$ cat src/rtl/screen_text_ctrl.sv
// Text-mode write sequencer for screen_ram: clears the screen, then turns
// hex/ASCII/newline/clear commands into single registered cell writes at a cursor.
module screen_text_ctrl #(
    parameter int          COLS       = 80,
    parameter int          ROWS       = 30,
    parameter logic [7:0]  CLEAR_CHAR = 8'h20
) (
    input  logic        clk,
    input  logic        reset,
    input  logic        cmd_valid,
    output logic        cmd_ready,
    input  logic [1:0]  cmd_op,
    input  logic [7:0]  cmd_data,
    output logic        ram_we,
    output logic [11:0] ram_addr,
    output logic [7:0]  ram_data,
    output logic [6:0]  cursor_col,
    output logic [4:0]  cursor_row,
    output logic        busy
);

    // state    | meaning
    // ST_CLEAR | one CLEAR_CHAR write per cycle, row-major over the visible area
    // ST_IDLE  | cmd_ready high, accepting commands
    // ST_WRITE | one-cycle write of the latched byte at the cursor, then advance
    typedef enum logic [1:0] {ST_CLEAR, ST_IDLE, ST_WRITE} state_t;

    localparam logic [6:0] LAST_COL = 7'(COLS - 1);
    localparam logic [4:0] LAST_ROW = 5'(ROWS - 1);

    state_t      state, state_n;
    logic [6:0]  clr_col, clr_col_n, cur_col, cur_col_n;
    logic [4:0]  clr_row, clr_row_n, cur_row, cur_row_n;
    logic [7:0]  wr_byte, wr_byte_n;
    logic        ram_we_n, cmd_ready_n, busy_n;
    logic [11:0] ram_addr_n;
    logic [7:0]  ram_data_n, hex_ascii;
    logic [4:0]  cur_row_inc;

    assign hex_ascii   = (cmd_data[3:0] < 4'd10) ? 8'h30 + {4'h0, cmd_data[3:0]}
                                                 : 8'h37 + {4'h0, cmd_data[3:0]};
    assign cur_row_inc = (cur_row == LAST_ROW) ? 5'd0 : cur_row + 5'd1;

    always_comb begin
        state_n     = state;
        clr_col_n   = clr_col;
        clr_row_n   = clr_row;
        cur_col_n   = cur_col;
        cur_row_n   = cur_row;
        wr_byte_n   = wr_byte;
        ram_we_n    = 1'b0;
        ram_addr_n  = ram_addr;
        ram_data_n  = ram_data;
        cmd_ready_n = 1'b0;
        busy_n      = 1'b0;
        case (state)
            ST_CLEAR: begin
                ram_we_n   = 1'b1;
                ram_addr_n = {clr_row, clr_col};
                ram_data_n = CLEAR_CHAR;
                busy_n     = 1'b1;
                if (clr_col == LAST_COL) begin
                    clr_col_n = 7'd0;
                    if (clr_row == LAST_ROW) begin
                        clr_row_n = 5'd0;
                        cur_col_n = 7'd0;
                        cur_row_n = 5'd0;
                        state_n   = ST_IDLE;
                    end else begin
                        clr_row_n = clr_row + 5'd1;
                    end
                end else begin
                    clr_col_n = clr_col + 7'd1;
                end
            end
            ST_IDLE: begin
                cmd_ready_n = 1'b1;
                if (cmd_valid && cmd_ready) begin
                    case (cmd_op)
                        2'b00: begin
                            wr_byte_n   = hex_ascii;
                            state_n     = ST_WRITE;
                            cmd_ready_n = 1'b0;
                        end
                        2'b01: begin
                            wr_byte_n   = cmd_data;
                            state_n     = ST_WRITE;
                            cmd_ready_n = 1'b0;
                        end
                        2'b10: begin
                            cur_col_n = 7'd0;
                            cur_row_n = cur_row_inc;
                        end
                        default: begin
                            clr_col_n   = 7'd0;
                            clr_row_n   = 5'd0;
                            state_n     = ST_CLEAR;
                            cmd_ready_n = 1'b0;
                        end
                    endcase
                end
            end
            ST_WRITE: begin
                ram_we_n   = 1'b1;
                ram_addr_n = {cur_row, cur_col};
                ram_data_n = wr_byte;
                if (cur_col == LAST_COL) begin
                    cur_col_n = 7'd0;
                    cur_row_n = cur_row_inc;
                end else begin
                    cur_col_n = cur_col + 7'd1;
                end
                state_n = ST_IDLE;
            end
            default: state_n = ST_CLEAR;
        endcase
    end

    // Cursor outputs trail the internal cursor by one edge so a character
    // shows its new cursor together with cmd_ready returning.
    always_ff @(posedge clk) begin
        if (reset) begin
            state      <= ST_CLEAR;
            clr_col    <= 7'd0;
            clr_row    <= 5'd0;
            cur_col    <= 7'd0;
            cur_row    <= 5'd0;
            wr_byte    <= CLEAR_CHAR;
            ram_we     <= 1'b0;
            ram_addr   <= 12'd0;
            ram_data   <= CLEAR_CHAR;
            cmd_ready  <= 1'b0;
            busy       <= 1'b1;
            cursor_col <= 7'd0;
            cursor_row <= 5'd0;
        end else begin
            state      <= state_n;
            clr_col    <= clr_col_n;
            clr_row    <= clr_row_n;
            cur_col    <= cur_col_n;
            cur_row    <= cur_row_n;
            wr_byte    <= wr_byte_n;
            ram_we     <= ram_we_n;
            ram_addr   <= ram_addr_n;
            ram_data   <= ram_data_n;
            cmd_ready  <= cmd_ready_n;
            busy       <= busy_n;
            cursor_col <= cur_col;
            cursor_row <= cur_row;
        end
    end

endmodule

$ cat config.mk
export PLATFORM = sky130hd
export DESIGN_NAME = screen_text_ctrl
export DESIGN_NICKNAME = d
export VERILOG_FILES = /design/src/rtl/screen_text_ctrl.sv
export SDC_FILE = /design/constraint.sdc
export NUM_CORES = 1
export LEC_CHECK = 0
export ABC_AREA = 1
export CAP_MARGIN = 20
export CORE_UTILIZATION = 48
export DETAILED_ROUTE_END_ITERATION = 10
export PLACE_DENSITY_LB_ADDON = 0.12
export SLEW_MARGIN = 15
export SYNTH_ARGS = -nofsm -noshare
export SYNTH_HDL_FRONTEND = slang
export SYNTH_SLANG_ARGS = --single-unit
$ cat constraint.sdc
create_clock -name clk -period 1.6 [get_ports clk]
set_input_delay 0.32 -clock clk [delete_from_list [all_inputs] [get_ports clk]]
set_output_delay 0.32 -clock clk [all_outputs]
set_load 0.05 [all_outputs]
# [Word level (Yosys, flattened, before mapping)]
# Cells that the tools add are included.
[op_classes] add_sub_neg=6 mul=0 n_div=0 order_cmp=1 n_eq_ne=15 shift=0 mux=35 n_bitwise=1 n_reduce_logical=17
[ops] cell="$mux W7" n=9
[ops] cell="$mux W5" n=10
[ops] cell="$pmux W8 S2" n=2
[ops] cell="$pmux W12 S2" n=1
[ops] cell="$pmux W7 S3" n=1
[ops] cell="$pmux W5 S3" n=1
[ops] cell="$add A6 B4 Y7 const A" n=2
[ops] cell="$add A7 B1 Y7 const B" n=2
[ops] cell="$eq A7 B7 Y1 const B" n=2
[ops] cell="$ne A2 B2 Y1 const B" n=7
[ops] cell="$pmux W7 S2" n=1
[ops] cell="$add A5 B1 Y5 const B" n=2
[ops] cell="$eq A5 B5 Y1 const B" n=2
[ops] cell="$pmux W5 S2" n=1
[ops] cell="$reduce_and A4 Y1" n=2
[ops] cell="$mux W2" n=3
[ops] cell="$pmux W2 S3" n=1
[ops] cell="$reduce_and A3 Y1" n=2
[ops] cell="$reduce_and A6 Y1" n=1
[ops] cell="$reduce_bool A2 Y1" n=3
[ops] cell="$reduce_or A2 Y1" n=3
[ops] cell="$reduce_and A5 Y1" n=1
[ops] cell="$eq A2 B1 Y1 const B" n=2
[ops] cell="$eq A2 B2 Y1 const B" n=2
[ops] cell="8 further kinds" n=12
[word_totals] register_bits=69 latch_bits=0 ram_bits=0 mem_bits_ro=0 out_inout_bits=35 n_memories=0

# [Logic depth before layout (Yosys ltp)]
# Gate-level depths: netlist of run 1.
[logic_depth] ltp_word=5 mapped_depth=11 depth_no_buf=10

# [Worst setup path before layout of run 1]
# OpenSTA, ideal clock, no wires.
[synth_path] kind="reg2reg" startpoint="register cmd_ready" endpoint="register cur_row[0]" t_arrival_ns=1.467 required_time_ns=1.486 setup_slack_ns=0.019 path_stages_with_launch=8 synth_period_minus_slack_ns=1.581 cell_sequence="dfxtp_1 > nand2_1 > nand2_1 > nand2_1 > nor2_2 > nand3_4 > a21oi_1 > nor2_1"
[synth_via] elab_chain_cells=3
[synth_lines] element="start, declared" line="11" source="output logic cmd_ready,"
[synth_lines] element="start signal, assigned" line="146" source="cmd_ready <= cmd_ready_n;"
[synth_lines] element="$logic_and A1 B1 Y1" line="78" source="if (cmd_valid && cmd_ready) begin"
[synth_lines] element="$ne A2 B2 Y1 (no line)"
[synth_lines] element="$reduce_and A6 Y1 (no line)"
[synth_lines] element="end signal, assigned" line="141" source="cur_row <= cur_row_n;"
[synth_lines] element="end, declared" line="33" source="logic [4:0] clr_row, clr_row_n, cur_row, cur_row_n;"
# No other way between the ends.
# A chain may end at the register's enable or synchronous reset.

# [Final worst setup path of run 1]
[layout_path] startpoint="register state[1]" endpoint="register ram_addr[8]"
[layout_via] elab_chain_cells=2
[layout_lines] element="start, declared" line="31" source="state_t state, state_n;"
[layout_lines] element="start signal, assigned" line="137" source="state <= state_n;"
[layout_lines] element="$eq A2 B2 Y1 or $logic_not A2 Y1 (tied branches)" line="56" source="case (state)"
[layout_lines] element="$pmux W12 S2 or $reduce_bool A2 Y1 (tied branches)"
[layout_lines] element="end signal, assigned" line="144" source="ram_addr <= ram_addr_n;"
[layout_lines] element="end, declared" line="15" source="output logic [11:0] ram_addr,"
# Parallel ways exist; a longest one is shown, timed or not.

==> impl_metrics.yaml, run 1 <==
route:
  drtAntennaViolNets: 0
  via_per_inst: 5.08
  drc: 0
  first_iter_violations: 194
  detail_route.wl_per_cell_um: 13.1
  vias: 3003
  routed_wl_mm: 7.74
  dr.pass1.iters: 4
yosys:
  ys.flop_type: "dfxtp_1"
  syn_inst: 426
  postSynth.asyncResetShare_pct: 0
  netlist-cell-type-count: 30
  ys_top_cells_by_area: "dfxtp_1 45%, nand2_1 11%, a21oi_1 6.9%"
  yosysSeqAreaShare_pct: 44.6
  synth_most_common_cell: "nand2_1"
  synth_edf_count: 0
  synth.avg_cell_area_um2: 7.28
  synth_top_area_share_pct: 44.6
  synth-seq-cells: 69
  synth_top_cells_by_count: "92 x nand2_1, 69 x dfxtp_1, 48 x nor2_1"
  yosys_warnings: 0
  syn_nets: 450
  yosys.area.top_type: "dfxtp_1"
  synth.cell_area_um2: 3100
timing:
  post-route-period-util_pct: 98.3
  worstMarginPinSlew_ps: 246
  finalHoldViolCount: 0
  rsz0062_at_grt: "yes"
  finalCriticalPeriod_ps: 1570
  fin_skew_ps: 5.54
  maxSlewViolCount: 0
  setup_tns_ps: 0
  relSlewSlack_pct: 83.4
  hold_ws_ps: 455
  fmax_ghz: 0.636
  final-setup-viol-count: 0
layout:
  final_cells: 591
  drive_above_1_share_pct: 24.8
  fin_nets: 535
  design_area_um2: 4180
  syn_to_final_growth_pct: 34.8
  antenna_cells: 0
worst_setup_path:
  cp-start-kind: "register"
  r2r_slack_ps: 30
  cp.required_ps: 1840
  crit_fanout: 7
  cp_data_arrival_time_ps: 1810
  startpoint: "state[1]"
  r2r_start: "state[1]"
  endpoint_kind: "register"
  path_class: "reg2reg"
floorplan:
  die_x_um: 82.4
  initial_utilization_pct: 51.1
  core-area_um2: 6060
  num_io_pins: 48
  row_count: 28
  dieArea_um2: 6780
  die_h_um: 82.4
placement:
  placed_area_um2: 3830
  dp_hpwl_mm: 5.39
  io_buffers: 47
  dp_cells: 574
  globalplace.congestion: 0.823
power_and_ir_drop:
  netSwitchingFraction_pct: 31.7
  clock_power_share_pct: 34.1
  combPwrFrac_pct: 25.5
  power.switching_mw: 1.51
  ir_drop_mv: 0.728
  p_leak_nw: 1.80
  p_int_mw: 3.27
  seq_power_share_pct: 40.4
  power_density_nw_per_um2: 1140
min_path:
  hold_class: "reg2reg"
  hold_start: "wr_byte[2]"
global_routing:
  grtUsageTotal_pct: 24.1
  grt_max_degree: 27
  gr-total-overflow: 0
  grt_pass1_vias: 2687
  antenna_found_initial: 0
  grt_pass1_wl_mm: 12.2
flow_run:
  maxCapViolations: 0
cts:
  htreeDepth: 3
  holdBufCountCts: 0
  cts_setup_buffers: 0
  cts_tree: "built"
  cts_root_buf: "clkbuf_8"
  clock_path_buffers: 2
  cts_buffers: 9
  clk_latency_ps: 350
  path_clk_slew_ps: 70
  clkSinkCount: 69
status:
  status: "finished, final reports clean"
[sequential cells by signal (all words and copies together) (netlist names)]
signal	cells
wr_byte	8
cursor_col	7
cur_col	7
ram_we	1
state	2
ram_data	8
clr_col	7
ram_addr	12
cur_row	5
clr_row	5
busy	1
cursor_row	5
cmd_ready	1
[worst max-delay path, cell delays in order, from the launching register on]
cell and delay [ps]:
dfxtp_2 330, inv_2 50, buf_6 110, ha_4 150
buf_6 120, nor2_4 190, clkinvlp_4 260, o21ai_2 200
a21oi_2 50
[path summary, 6_finish.rpt]
kind                               endpoint  cells after the start
worst min-delay path            ram_data[2]                      2
worst min register to register  ram_data[2]                      2
worst max-delay path            ram_addr[8]                      8
worst max register to register  ram_addr[8]                      8
[area by class of cell]
| class | instances | area, µm² |
|---|---|---|
| Fill cell | 526 | 1880 |
| Multi-Input combinational cell | 295 | 1570 |
| Sequential cell | 69 | 1390 |
| Timing Repair Buffer | 88 | 718 |
| Inverter | 47 | 180 |
| Clock buffer | 12 | 155 |
| Tap cell | 75 | 93.8 |
| Clock inverter | 4 | 70.1 |
| Timing Repair inverter | 1 | 7.51 |
[power by group through the flow]
| stage | Combinational (mW) | Clock [mW] | Sequential, mW |
|---|---|---|---|
| floorplan | 0.499 | 0 | 2.17 |
| finish | 1.22 | 1.63 | 1.93 |
| detailed placement | 1.13 | 0 | 1.96 |
| global route | 1.33 | 1.70 | 1.94 |
| global placement | 1.11 | 0 | 1.96 |
| CTS | 1.14 | 1.64 | 1.92 |
[through the flow]
stage	total power [mW]	worst slack (ps)	utilization (%)
after global placement	3.06	-117	63.2
after detailed placement	3.08	-171	63.2
final	4.78	26.8	68.9
after global routing	4.98	-48.7	68.9
after CTS	4.70	27.9	67.1
after floorplan	2.67	19.0	-
[routing by layer]
metal | vias to the layer above | global-route usage, % | wire length (µm)
met5 | - | 0 | 0
met4 | 0 | 10.5 | 123
met3 | 12 | 4.18 | 352
met2 | 78 | 39.1 | 3490
met1 | 1368 | 31.3 | 3770
li1 | 1545 | - | -
[placed cells by master (no fill, tap or decap), types with 6 or more instances in the layout]
cell type and n:
nand2_1 92, buf_4 71, inv_2 6, o21ai_0 29
nor2_1 47, dfxtp_1 66, nor3_1 7, clkdlybuf4s50_1 12
nand3_1 20, clkbuf_8 11, ha_1 8, a21oi_1 40
inv_1 40, o21ai_1 7, o21ai_2 7
[logic make-up (layout without fill, tap and decap cells)]
logic type,Yosys count,in the layout,share of synthesized area (%)
flops,69,69,44.6
fa+ha+maj,11,11,4.44
xor+xnor,5,5,1.41
buf+inv,62,152,7.79
compound gates,92,92,15.5
simple gates,187,187,26.3
[timing repair]
action	4_1_cts	5_1_grt
pin swaps	0	4
gates resized for setup	2	36
setup endpoints to repair	4	32
cloned	0	1
(Power assumes the default switching activity.)
==> run 2, diff against run 1 <==
--- a/config.mk
+++ b/config.mk
@@ -6,7 +6,7 @@
 export NUM_CORES = 1
 export LEC_CHECK = 0
 export ABC_AREA = 1
-export CAP_MARGIN = 20
+export CAP_MARGIN = 25
 export CORE_UTILIZATION = 48
 export DETAILED_ROUTE_END_ITERATION = 10
 export PLACE_DENSITY_LB_ADDON = 0.12
==> results of run 2 <==
No change in the layout: final DEF, timing and power equal those of run 1.
